File: config.mk
export PLATFORM = sky130hd
export DESIGN_NAME = decode_ctrl_pipe
export DESIGN_NICKNAME = d
export VERILOG_FILES = /design/src/rtl/ctrl_pkg.sv /design/src/rtl/decode_ctrl_pipe_decode.sv /design/src/rtl/decode_ctrl_pipe.sv
export SDC_FILE = /design/constraint.sdc
export NUM_CORES = 1
export LEC_CHECK = 0
export ABC_AREA = 0
export CORE_MARGIN = 4
export CORE_UTILIZATION = 50
export CTS_BUF_LIST = sky130_fd_sc_hd__clkbuf_2 sky130_fd_sc_hd__clkbuf_4 sky130_fd_sc_hd__clkbuf_8
export DETAILED_ROUTE_END_ITERATION = 8
export GPL_ROUTABILITY_DRIVEN = 1
export PLACE_DENSITY = 0.93
export SLEW_MARGIN = 20
export SYNTH_ARGS = -nofsm -noshare
export SYNTH_HDL_FRONTEND = slang
export SYNTH_SLANG_ARGS = --single-unit
File: constraint.sdc
create_clock -name clk -period 6.4 [get_ports clk]
set_input_delay 0.64 -clock clk [delete_from_list [all_inputs] [get_ports clk]]
set_output_delay 0.64 -clock clk [all_outputs]
set_load 0.005 [all_outputs]
File: src/rtl/ctrl_pkg.sv
// Shared control encodings for the ID/EX decode pipeline.
// The optional M-extension decode is enabled by defining RV32M_EN.
package ctrl_pkg;

  localparam logic [6:0] OP_LUI    = 7'b0110111;
  localparam logic [6:0] OP_AUIPC  = 7'b0010111;
  localparam logic [6:0] OP_JAL    = 7'b1101111;
  localparam logic [6:0] OP_JALR   = 7'b1100111;
  localparam logic [6:0] OP_BRANCH = 7'b1100011;
  localparam logic [6:0] OP_LOAD   = 7'b0000011;
  localparam logic [6:0] OP_STORE  = 7'b0100011;
  localparam logic [6:0] OP_IMM    = 7'b0010011;
  localparam logic [6:0] OP_REG    = 7'b0110011;
  localparam logic [6:0] OP_FENCE  = 7'b0001111;
  localparam logic [6:0] OP_SYSTEM = 7'b1110011;

  typedef enum logic [3:0] {
    ALU_ADD  = 4'd0,
    ALU_SUB  = 4'd1,
    ALU_SLL  = 4'd2,
    ALU_SLT  = 4'd3,
    ALU_SLTU = 4'd4,
    ALU_XOR  = 4'd5,
    ALU_SRL  = 4'd6,
    ALU_SRA  = 4'd7,
    ALU_OR   = 4'd8,
    ALU_AND  = 4'd9,
    ALU_LUI  = 4'd10
  } alu_op_e;

  // Branch compare flavour comes from ALUctrl (SLT vs SLTU) on PC_BLT/PC_BGE.
  typedef enum logic [2:0] {
    PC_NEXT = 3'd0,
    PC_JAL  = 3'd1,
    PC_JALR = 3'd2,
    PC_BEQ  = 3'd3,
    PC_BNE  = 3'd4,
    PC_BLT  = 3'd5,
    PC_BGE  = 3'd6
  } pc_src_e;

  typedef enum logic [2:0] {
    IMM_I = 3'd0,
    IMM_S = 3'd1,
    IMM_B = 3'd2,
    IMM_U = 3'd3,
    IMM_J = 3'd4
  } imm_src_e;

  typedef enum logic [2:0] {
    AM_W  = 3'd0,
    AM_B  = 3'd1,
    AM_BU = 3'd2,
    AM_H  = 3'd3,
    AM_HU = 3'd4
  } addr_mode_e;

  typedef enum logic [1:0] {
    RES_ALU   = 2'd0,
    RES_MEM   = 2'd1,
    RES_PC4   = 2'd2,
    RES_PCIMM = 2'd3
  } result_src_e;

  typedef enum logic [1:0] {
    TC_NONE    = 2'd0,
    TC_ILLEGAL = 2'd1,
    TC_ECALL   = 2'd2,
    TC_EBREAK  = 2'd3
  } trap_cause_e;

  typedef enum logic {
    ST_RUN  = 1'b0,
    ST_TRAP = 1'b1
  } state_e;

  typedef struct packed {
    alu_op_e     alu_ctrl;
    logic        alu_src;
    imm_src_e    imm_src;
    pc_src_e     pc_src;
    logic        reg_write;
    logic        mem_write;
    logic        mem_read;
    addr_mode_e  addr_mode;
    result_src_e result_src;
    logic        mul_en;
    logic [2:0]  mul_op;
  } ctrl_t;

  localparam ctrl_t CTRL_NOP = '{
    alu_ctrl:   ALU_ADD,
    alu_src:    1'b0,
    imm_src:    IMM_I,
    pc_src:     PC_NEXT,
    reg_write:  1'b0,
    mem_write:  1'b0,
    mem_read:   1'b0,
    addr_mode:  AM_W,
    result_src: RES_ALU,
    mul_en:     1'b0,
    mul_op:     3'd0
  };

  function automatic alu_op_e alu_from_f3(input logic [2:0] f3, input logic alt);
    case (f3)
      3'b000:  return alt ? ALU_SUB : ALU_ADD;
      3'b001:  return ALU_SLL;
      3'b010:  return ALU_SLT;
      3'b011:  return ALU_SLTU;
      3'b100:  return ALU_XOR;
      3'b101:  return alt ? ALU_SRA : ALU_SRL;
      3'b110:  return ALU_OR;
      default: return ALU_AND;
    endcase
  endfunction

endpackage

File: src/rtl/decode_ctrl_pipe_decode.sv
// Combinational RV32I control decoder with illegal-instruction detection.
// Defining RV32M_EN adds the M-extension encodings (otherwise they decode as illegal).
module instr_decode
  import ctrl_pkg::*;
(
  input  logic [31:0] instr,
  output ctrl_t       ctrl,
  output logic        illegal,
  output logic        is_ecall,
  output logic        is_ebreak
);

  logic [6:0] opcode;
  logic [2:0] f3;
  logic [6:0] f7;

  assign opcode = instr[6:0];
  assign f3     = instr[14:12];
  assign f7     = instr[31:25];

  always_comb begin
    ctrl      = CTRL_NOP;
    illegal   = 1'b0;
    is_ecall  = 1'b0;
    is_ebreak = 1'b0;
    case (opcode)
      OP_LUI: begin
        ctrl.reg_write = 1'b1;
        ctrl.imm_src   = IMM_U;
        ctrl.alu_src   = 1'b1;
        ctrl.alu_ctrl  = ALU_LUI;
      end
      OP_AUIPC: begin
        ctrl.reg_write  = 1'b1;
        ctrl.imm_src    = IMM_U;
        ctrl.result_src = RES_PCIMM;
      end
      OP_JAL: begin
        ctrl.reg_write  = 1'b1;
        ctrl.imm_src    = IMM_J;
        ctrl.pc_src     = PC_JAL;
        ctrl.result_src = RES_PC4;
      end
      OP_JALR: begin
        ctrl.reg_write  = 1'b1;
        ctrl.imm_src    = IMM_I;
        ctrl.alu_src    = 1'b1;
        ctrl.pc_src     = PC_JALR;
        ctrl.result_src = RES_PC4;
        if (f3 != 3'b000) illegal = 1'b1;
      end
      OP_BRANCH: begin
        ctrl.imm_src = IMM_B;
        case (f3)
          3'b000:  begin ctrl.pc_src = PC_BEQ; ctrl.alu_ctrl = ALU_SUB;  end
          3'b001:  begin ctrl.pc_src = PC_BNE; ctrl.alu_ctrl = ALU_SUB;  end
          3'b100:  begin ctrl.pc_src = PC_BLT; ctrl.alu_ctrl = ALU_SLT;  end
          3'b101:  begin ctrl.pc_src = PC_BGE; ctrl.alu_ctrl = ALU_SLT;  end
          3'b110:  begin ctrl.pc_src = PC_BLT; ctrl.alu_ctrl = ALU_SLTU; end
          3'b111:  begin ctrl.pc_src = PC_BGE; ctrl.alu_ctrl = ALU_SLTU; end
          default: illegal = 1'b1;
        endcase
      end
      OP_LOAD: begin
        ctrl.reg_write  = 1'b1;
        ctrl.mem_read   = 1'b1;
        ctrl.imm_src    = IMM_I;
        ctrl.alu_src    = 1'b1;
        ctrl.result_src = RES_MEM;
        case (f3)
          3'b000:  ctrl.addr_mode = AM_B;
          3'b001:  ctrl.addr_mode = AM_H;
          3'b010:  ctrl.addr_mode = AM_W;
          3'b100:  ctrl.addr_mode = AM_BU;
          3'b101:  ctrl.addr_mode = AM_HU;
          default: illegal = 1'b1;
        endcase
      end
      OP_STORE: begin
        ctrl.mem_write = 1'b1;
        ctrl.imm_src   = IMM_S;
        ctrl.alu_src   = 1'b1;
        case (f3)
          3'b000:  ctrl.addr_mode = AM_B;
          3'b001:  ctrl.addr_mode = AM_H;
          3'b010:  ctrl.addr_mode = AM_W;
          default: illegal = 1'b1;
        endcase
      end
      OP_IMM: begin
        ctrl.reg_write = 1'b1;
        ctrl.imm_src   = IMM_I;
        ctrl.alu_src   = 1'b1;
        ctrl.alu_ctrl  = alu_from_f3(f3, 1'b0);
        // Only the shift immediates carry a funct7 field.
        if (f3 == 3'b001 && f7 != 7'h00) illegal = 1'b1;
        if (f3 == 3'b101) begin
          if (f7 == 7'h20)      ctrl.alu_ctrl = ALU_SRA;
          else if (f7 != 7'h00) illegal = 1'b1;
        end
      end
      OP_REG: begin
        ctrl.reg_write = 1'b1;
        if (f7 == 7'h00) begin
          ctrl.alu_ctrl = alu_from_f3(f3, 1'b0);
        end else if (f7 == 7'h20 && (f3 == 3'b000 || f3 == 3'b101)) begin
          ctrl.alu_ctrl = alu_from_f3(f3, 1'b1);
        end
`ifdef RV32M_EN
        else if (f7 == 7'h01) begin
          ctrl.mul_en = 1'b1;
          ctrl.mul_op = f3;
        end
`endif
        else begin
          illegal = 1'b1;
        end
      end
      OP_FENCE: begin
        if (f3 != 3'b000) illegal = 1'b1;
      end
      OP_SYSTEM: begin
        if (instr[31:7] == 25'd0)                                 is_ecall  = 1'b1;
        else if (instr[31:20] == 12'd1 && instr[19:7] == 13'd0)   is_ebreak = 1'b1;
        else                                                      illegal   = 1'b1;
      end
      default: illegal = 1'b1;
    endcase
    if (instr[1:0] != 2'b11) illegal = 1'b1;
    if (illegal) begin
      ctrl      = CTRL_NOP;
      is_ecall  = 1'b0;
      is_ebreak = 1'b0;
    end
  end

endmodule

File: src/rtl/decode_ctrl_pipe.sv
// Registered ID/EX control decode with stall/flush, illegal counter and trap FSM.
// Define RV32M_EN to enable M-extension decode; otherwise MulEn/MulOp are tied to 0.
module decode_ctrl_pipe
  import ctrl_pkg::*;
#(
  parameter int DATA_WIDTH = 32,
  parameter int CNT_WIDTH  = 8
) (
  input  logic                 clk,
  input  logic                 rst,
  input  logic [DATA_WIDTH-1:0] instr,
  input  logic                 in_valid,
  input  logic                 stall,
  input  logic                 flush,
  input  logic                 trap_ack,
  output logic                 out_valid,
  output logic [3:0]           ALUctrl,
  output logic                 ALUsrc,
  output logic [2:0]           ImmSrc,
  output logic [2:0]           PCsrc,
  output logic                 RegWrite,
  output logic                 MemWrite,
  output logic                 MemRead,
  output logic [2:0]           AddrMode,
  output logic [1:0]           ResultSrc,
  output logic                 MulEn,
  output logic [2:0]           MulOp,
  output logic                 illegal,
  output logic                 trap_req,
  output logic [1:0]           trap_cause,
  output logic [CNT_WIDTH-1:0] illegal_count
);

  ctrl_t       dec_ctrl;
  logic        dec_illegal, dec_ecall, dec_ebreak;

  ctrl_t       ctrl_q, ctrl_d;
  logic        vld_q, vld_d;
  logic        ill_q, ill_d;
  logic        trap_req_q, trap_req_d;
  trap_cause_e cause_q, cause_d;
  state_e      state_q, state_d;
  logic [CNT_WIDTH-1:0] cnt_q, cnt_d;

  logic accept;

  instr_decode u_dec (
    .instr     (instr[31:0]),
    .ctrl      (dec_ctrl),
    .illegal   (dec_illegal),
    .is_ecall  (dec_ecall),
    .is_ebreak (dec_ebreak)
  );

  assign accept = in_valid & ~stall & ~flush & (state_q == ST_RUN);

  always_comb begin
    ctrl_d     = ctrl_q;
    vld_d      = vld_q;
    ill_d      = ill_q;
    trap_req_d = trap_req_q;
    cause_d    = cause_q;
    state_d    = state_q;
    cnt_d      = cnt_q;

    if (flush) begin
      ctrl_d = CTRL_NOP;
      vld_d  = 1'b0;
      ill_d  = 1'b0;
    end else if (stall) begin
      // hold every field
    end else if (accept) begin
      ctrl_d = dec_ctrl;
      vld_d  = 1'b1;
      ill_d  = dec_illegal;
    end else begin
      ctrl_d = CTRL_NOP;
      vld_d  = 1'b0;
      ill_d  = 1'b0;
    end

    if (accept && (dec_illegal || dec_ecall || dec_ebreak)) begin
      state_d    = ST_TRAP;
      trap_req_d = 1'b1;
      if (dec_illegal)    cause_d = TC_ILLEGAL;
      else if (dec_ecall) cause_d = TC_ECALL;
      else                cause_d = TC_EBREAK;
    end

    if (accept && dec_illegal && cnt_q != {CNT_WIDTH{1'b1}})
      cnt_d = cnt_q + CNT_WIDTH'(1);

    // Ack is only meaningful in TRAP and is not gated by stall.
    if (state_q == ST_TRAP && trap_ack) begin
      state_d    = ST_RUN;
      trap_req_d = 1'b0;
      cause_d    = TC_NONE;
    end
  end

  always_ff @(posedge clk) begin
    if (rst) begin
      ctrl_q     <= CTRL_NOP;
      vld_q      <= 1'b0;
      ill_q      <= 1'b0;
      trap_req_q <= 1'b0;
      cause_q    <= TC_NONE;
      state_q    <= ST_RUN;
      cnt_q      <= '0;
    end else begin
      ctrl_q     <= ctrl_d;
      vld_q      <= vld_d;
      ill_q      <= ill_d;
      trap_req_q <= trap_req_d;
      cause_q    <= cause_d;
      state_q    <= state_d;
      cnt_q      <= cnt_d;
    end
  end

  assign out_valid     = vld_q;
  assign ALUctrl       = ctrl_q.alu_ctrl;
  assign ALUsrc        = ctrl_q.alu_src;
  assign ImmSrc        = ctrl_q.imm_src;
  assign PCsrc         = ctrl_q.pc_src;
  assign RegWrite      = ctrl_q.reg_write;
  assign MemWrite      = ctrl_q.mem_write;
  assign MemRead       = ctrl_q.mem_read;
  assign AddrMode      = ctrl_q.addr_mode;
  assign ResultSrc     = ctrl_q.result_src;
  assign illegal       = ill_q;
  assign trap_req      = trap_req_q;
  assign trap_cause    = cause_q;
  assign illegal_count = cnt_q;

`ifdef RV32M_EN
  assign MulEn = ctrl_q.mul_en;
  assign MulOp = ctrl_q.mul_op;
`else
  assign MulEn = 1'b0;
  assign MulOp = 3'd0;
`endif

endmodule
# Word-level counts from Yosys, hierarchy flattened
# Index checks and enable logic that the tools add are counted.
# classes
n_mul	0
reduce_logical	32
n_eq_ne	22
n_lt_le_gt_ge	0
n_bitwise	6
n_addsub	1
n_div	0
n_mux	46
n_shift	0
# op_table
op	count
4-bit case mux with 7 select lines	2
23-bit two-way mux	2
3-bit case mux with 4 select lines	3
7-bit by 6-bit == test with 1-bit output, second input constant	4
7-bit == test, second input constant	4
1-bit two-way mux	27
25-bit zero test	1
2-bit OR reduction	10
3-bit case mux with 3 select lines	2
4-bit two-way mux	4
4-bit case mux with 4 select lines	1
7-bit by 5-bit == test with 1-bit output, second input constant	2
13-bit zero test	1
12-bit by 1-bit == test with 1-bit output, second input constant	1
3-bit == test, second input constant	4
5-bit OR reduction	2
8-bit by 1-bit adder with 8-bit output, second input constant	1
8-bit inequality test, second input constant	1
1-bit case mux with 8 select lines	1
7-bit by 2-bit == test with 1-bit output, second input constant	1
7-bit by 4-bit == test with 1-bit output, second input constant	1
1-bit logical AND	7
7-bit zero test	1
7-bit nonzero test	1
other kinds (15)	23
# word_totals
regBits	32
mem_count	0
latchBits	0
mem_bits_rw	0
inputBits	38
mem_bits_ro	0

# Depth between registers and ports, before layout
# logic_depth
ltp_word	12
ltp_mapped	9
depth_no_buf	7

# Cells and area by module
# From an unflattened synthesis, not the netlist that was laid out.
# hier_totals
cells_unflattened	261
area_unflattened_um2	2069.5
# modules_own_cells
module	area_each_um2	n_inst	cells_each
decode_ctrl_pipe	1272.5	1	138
instr_decode	797.0	1	123

# Least setup slack after synthesis
# Ideal clock, no wire load.
# synth_path
path_type	input -> register
startpoint	in instr[25]
endpoint	reg ctrl_q (netlist bit AddrMode[1])
arrival_ns	2.878
setup_ns	0.070
slack_ns	3.453
path_stages	8
path_cell_list	or4_4 > or3_4 > or4_4 > nor2b_4 > nor4_4 > buf_6 > nand4_1 > a21oi_1
# synth_between
elab_chain_cells	10
word_cells_on_any_way	20
# synth_rtl
element	line	source
start, declared	decode_ctrl_pipe.sv:11	input logic [DATA_WIDTH-1:0] instr,
7-bit nonzero test	decode_ctrl_pipe_decode.sv:96, decode_ctrl_pipe_decode.sv:99	
1-bit logical AND	decode_ctrl_pipe_decode.sv:96	if (f3 == 3'b001 && f7 != 7'h00) illegal = 1'b1;
1-bit two-way mux	decode_ctrl_pipe_decode.sv:96	
1-bit two-way mux	decode_ctrl_pipe_decode.sv:99	else if (f7 != 7'h00) illegal = 1'b1;
1-bit two-way mux	decode_ctrl_pipe_decode.sv:98	if (f7 == 7'h20) ctrl.alu_ctrl = ALU_SRA;
1-bit two-way mux	decode_ctrl_pipe_decode.sv:97	if (f3 == 3'b101) begin
1-bit case mux with 8 select lines (*)	decode_ctrl_pipe_decode.sv:26	case (opcode)
1-bit two-way mux (*)	decode_ctrl_pipe_decode.sv:129	if (instr[1:0] != 2'b11) illegal = 1'b1;
23-bit two-way mux (*)	decode_ctrl_pipe_decode.sv:130	if (illegal) begin
23-bit two-way mux (*)	decode_ctrl_pipe.sv:72	end else if (accept) begin
end signal, assigned	decode_ctrl_pipe.sv:111	ctrl_q <= ctrl_d;
end, declared	decode_ctrl_pipe.sv:37	ctrl_t ctrl_q, ctrl_d;
# Mark *: on every way between the ends. The rest lies on a longest branch, timed or not.
# A chain may end at the register's enable or synchronous reset.

# Worst setup path in the final report
# layout_path
startpoint	in instr[14]
endpoint	reg ctrl_q (netlist bit ALUctrl[2])
# layout_between
elab_chain_cells	10
word_cells_on_any_way	45
# layout_rtl
element	line
3-bit by 1-bit == test with 1-bit output	--
1-bit logical AND	decode_ctrl_pipe_decode.sv:96
1-bit two-way mux	decode_ctrl_pipe_decode.sv:96
1-bit two-way mux	decode_ctrl_pipe_decode.sv:99
1-bit two-way mux	decode_ctrl_pipe_decode.sv:98
1-bit two-way mux	decode_ctrl_pipe_decode.sv:97
1-bit case mux with 8 select lines	decode_ctrl_pipe_decode.sv:26
1-bit two-way mux	decode_ctrl_pipe_decode.sv:129
23-bit two-way mux (*)	decode_ctrl_pipe_decode.sv:130
23-bit two-way mux (*)	decode_ctrl_pipe.sv:72
# Marks and branches as above.

==> flow_metrics.tcl <==
set metrics [dict create \
    gr-usage-met1_pct 25.9 \
    instances_no_fill 368 \
    internal-power_mw 0.351 \
    grt_pass1_vias 2154 \
    routedWlPerCell_um 15.2 \
    pre_cts_slack_ps 2610 \
    report.final.slew_viol_count 0 \
    place.gp.congestion 0.923 \
    period_share_pct 54.9 \
    dr.pass1.iters 5 \
    antenna_cells 0 \
    cts.sinks 32 \
    clkPwrFrac_pct 41.7 \
    critPathLaunchType "primary input" \
    yosysWarningCount 0 \
    hold_buffers 0 \
    dpl_cell_area_um2 2660 \
    fin_util_pct 69.2 \
    drc_errors 0 \
    antenna_found_initial 0 \
    initial_core_util_pct 51.4 \
    cts-root-buf "clkbuf_8" \
    io_pins 74 \
    cts_buffer_depth 2 \
    ys_async_sr_fraction_pct 0 \
    setup_viol 0 \
    path_class "in2reg" \
    cts_max_level 2 \
    switching_power_mw 0.116 \
    drive_gt1_share_pct 7.23 \
    ctsResizeCount 0 \
    synth_top_area_share_pct 31.2 \
    ys_seq_area_share_pct 31.2 \
    dp_hpwl_um 4100 \
    final_common_cell "clkdlybuf4s50_1" \
    end_kind "flop" \
    fin_area_um2 2770 \
    total_power_mw 0.467 \
    reg2reg_setup_slack_ps 4040 \
    cp_cell_sequence "clkdlybuf4s50_1 > nor3_1 > or3_1 > o22ai_1 > a311o_2 > nor4_4 > nand2_1 > o21ai_0" \
    ys_types 57 \
    hold_viol 0 \
    min_period_ps 3520 \
    via_per_inst 5.95 \
    nFillCells 331 \
    postCtsSetupRepairBufs 0 \
    drt_iter0_markers 152 \
    drtAntennaViolNets 0 \
    cap_violations 0 \
    critPathSlowestCell "nor4_4" \
    die_w_um 72.1 \
    clk_latency_ps 290 \
    track_usage_pct 22.8 \
    syn_area_um2 2060 \
    status "finished, final reports clean" \
    ys_seq_elements 32 \
    grt_use_met3_pct 6.65 \
    combPwrFrac_pct 15.2 \
    grt_pass1_wl_um 9610 \
    grt_max_degree 24 \
    nNetsFinal 356 \
    core_um2 4000 \
    power_per_cell_area_nw_per_um2 169 \
    num_rows 23 \
    syn_inst 256 \
    fin_setup_tns_ps 0 \
    arrival_ps 3720 \
    setup_slack_ps 2880 \
    die-area_um2 5200 \
    cts-buffers-inserted 5 \
    vias 2191 \
    portBuffers 69 \
    rsz0062_at_grt "false" \
    synth-edff-count 0 \
    place_inst 360 \
    final_cell_mix "clkdlybuf4s50_1, dfxtp_1, nor2_1" \
    fmax_ghz 0.284 \
    grt_overflow_total 0 \
    dieHeight_um 72.1 \
    synth_ff_type "dfxtp_1" \
    p_leak_nw 0.922 \
    use_met2_pct 39.3 \
    p_sw_share_pct 24.9 \
    crit_fanout 18 \
    yosys.area.top_type "dfxtp_1" \
    relSlewSlack_pct 38.5 \
    busiest_layer "met2" \
    seqPwrFrac_pct 43.1 \
    synth_area_leaders "dfxtp_1, a21oi_1, nor2_1" \
    holdWs_ps 464 \
    syn_area_per_cell_um2 8.03 \
    required_ps 6600 \
    tritoncts "yes" \
    wl_um 5590 \
    max-vdd-ir-drop_mv 0.169 \
    hold_class "reg2reg" \
    skew_ps 10.4 \
    worst_slew_pin_slew_ps 915 \
    critPathMaxStageDelay_ps 820 \
    syn_to_final_growth_pct 34.6 \
    path_clk_slew_ps 60 \
]
worst paths after layout:
check,start,endpoint,depth (start not counted)
max,instr[14],ALUctrl[2],8
min,out_valid,out_valid,2
max reg2reg,state_q,ALUctrl[2],4
min reg2reg,out_valid,out_valid,2
area by class of cell:
cell class                      count  area (um2)  share of cell area, %
Multi-Input combinational cell    204        1240                   44.9
Sequential cell                    32         641                   23.1
Clock inverter                      3        42.5                   1.54
Timing Repair Buffer               69         691                   25.0
Inverter                            5        18.8                  0.678
Tap cell                           50        62.6                   2.26
Clock buffer                        5        68.8                   2.49
flip-flops by register name, summed over array words and instances (netlist names):
| name | cells |
|---|---|
| MemRead | 1 |
| ALUsrc | 1 |
| ResultSrc | 2 |
| out_valid | 1 |
| trap_cause | 2 |
| illegal | 1 |
| AddrMode | 3 |
| state_q | 1 |
| PCsrc | 3 |
| illegal_count | 8 |
| MemWrite | 1 |
| ImmSrc | 3 |
| ALUctrl | 4 |
| RegWrite | 1 |
routing by layer:
layer,wire (um),up-vias
met4,210,0
met2,2770,113
met3,509,25
met5,0,-
li1,-,1061
met1,2100,992
power by group through the flow:
stage | combinational, mW | sequential (mW) | clock (mW)
floorplan | 0.0402 | 0.206 | 0
global placement | 0.0684 | 0.206 | 0
detailed placement | 0.0695 | 0.206 | 0
CTS | 0.0700 | 0.202 | 0.197
global route | 0.0772 | 0.202 | 0.207
finish | 0.0708 | 0.202 | 0.195
cells in the mapped netlist (2+ instances only):
cell type,count
a21oi_1,22
inv_1,5
a22oi_1,5
nand3_1,9
or4_4,2
mux2_2,4
nand2b_1,5
o21ai_0,11
nor3b_1,2
nor4_1,5
and3_1,4
nand4b_1,2
a32oi_1,6
nand2_1,26
a31oi_1,3
o21a_1,3
buf_4,5
nor2b_1,8
nor2_1,28
dfxtp_1,32
xnor2_1,2
nor3_1,9
clkbuf_1,5
nand4_1,4
o31ai_1,4
mux2i_1,2
or4_1,3
a211oi_1,2
and2_1,2
clkbuf_8,7
or3_1,3
cells by family after synthesis:
family / count (synthesis) / synth area share (%)
AND/OR/NAND/NOR: 123 / 33.4
AO/OA/AOI/OAI: 67 / 21.3
flip-flops: 32 / 31.2
buffers and inverters: 23 / 8.89
multiplexers: 6 / 3.16
XOR/XNOR: 3 / 1.28
adder cells (fa/ha/maj): 1 / 0.609
other: 1 / 0.182
worst max-delay path, delay by kind of cell:
family                 cells  cell delay (ps)
AOI/OAI and AO/OA          3              730
and+or+nand+nor            4             1650
buffers and inverters      1              700
Power figures use the tool's default switching activity.
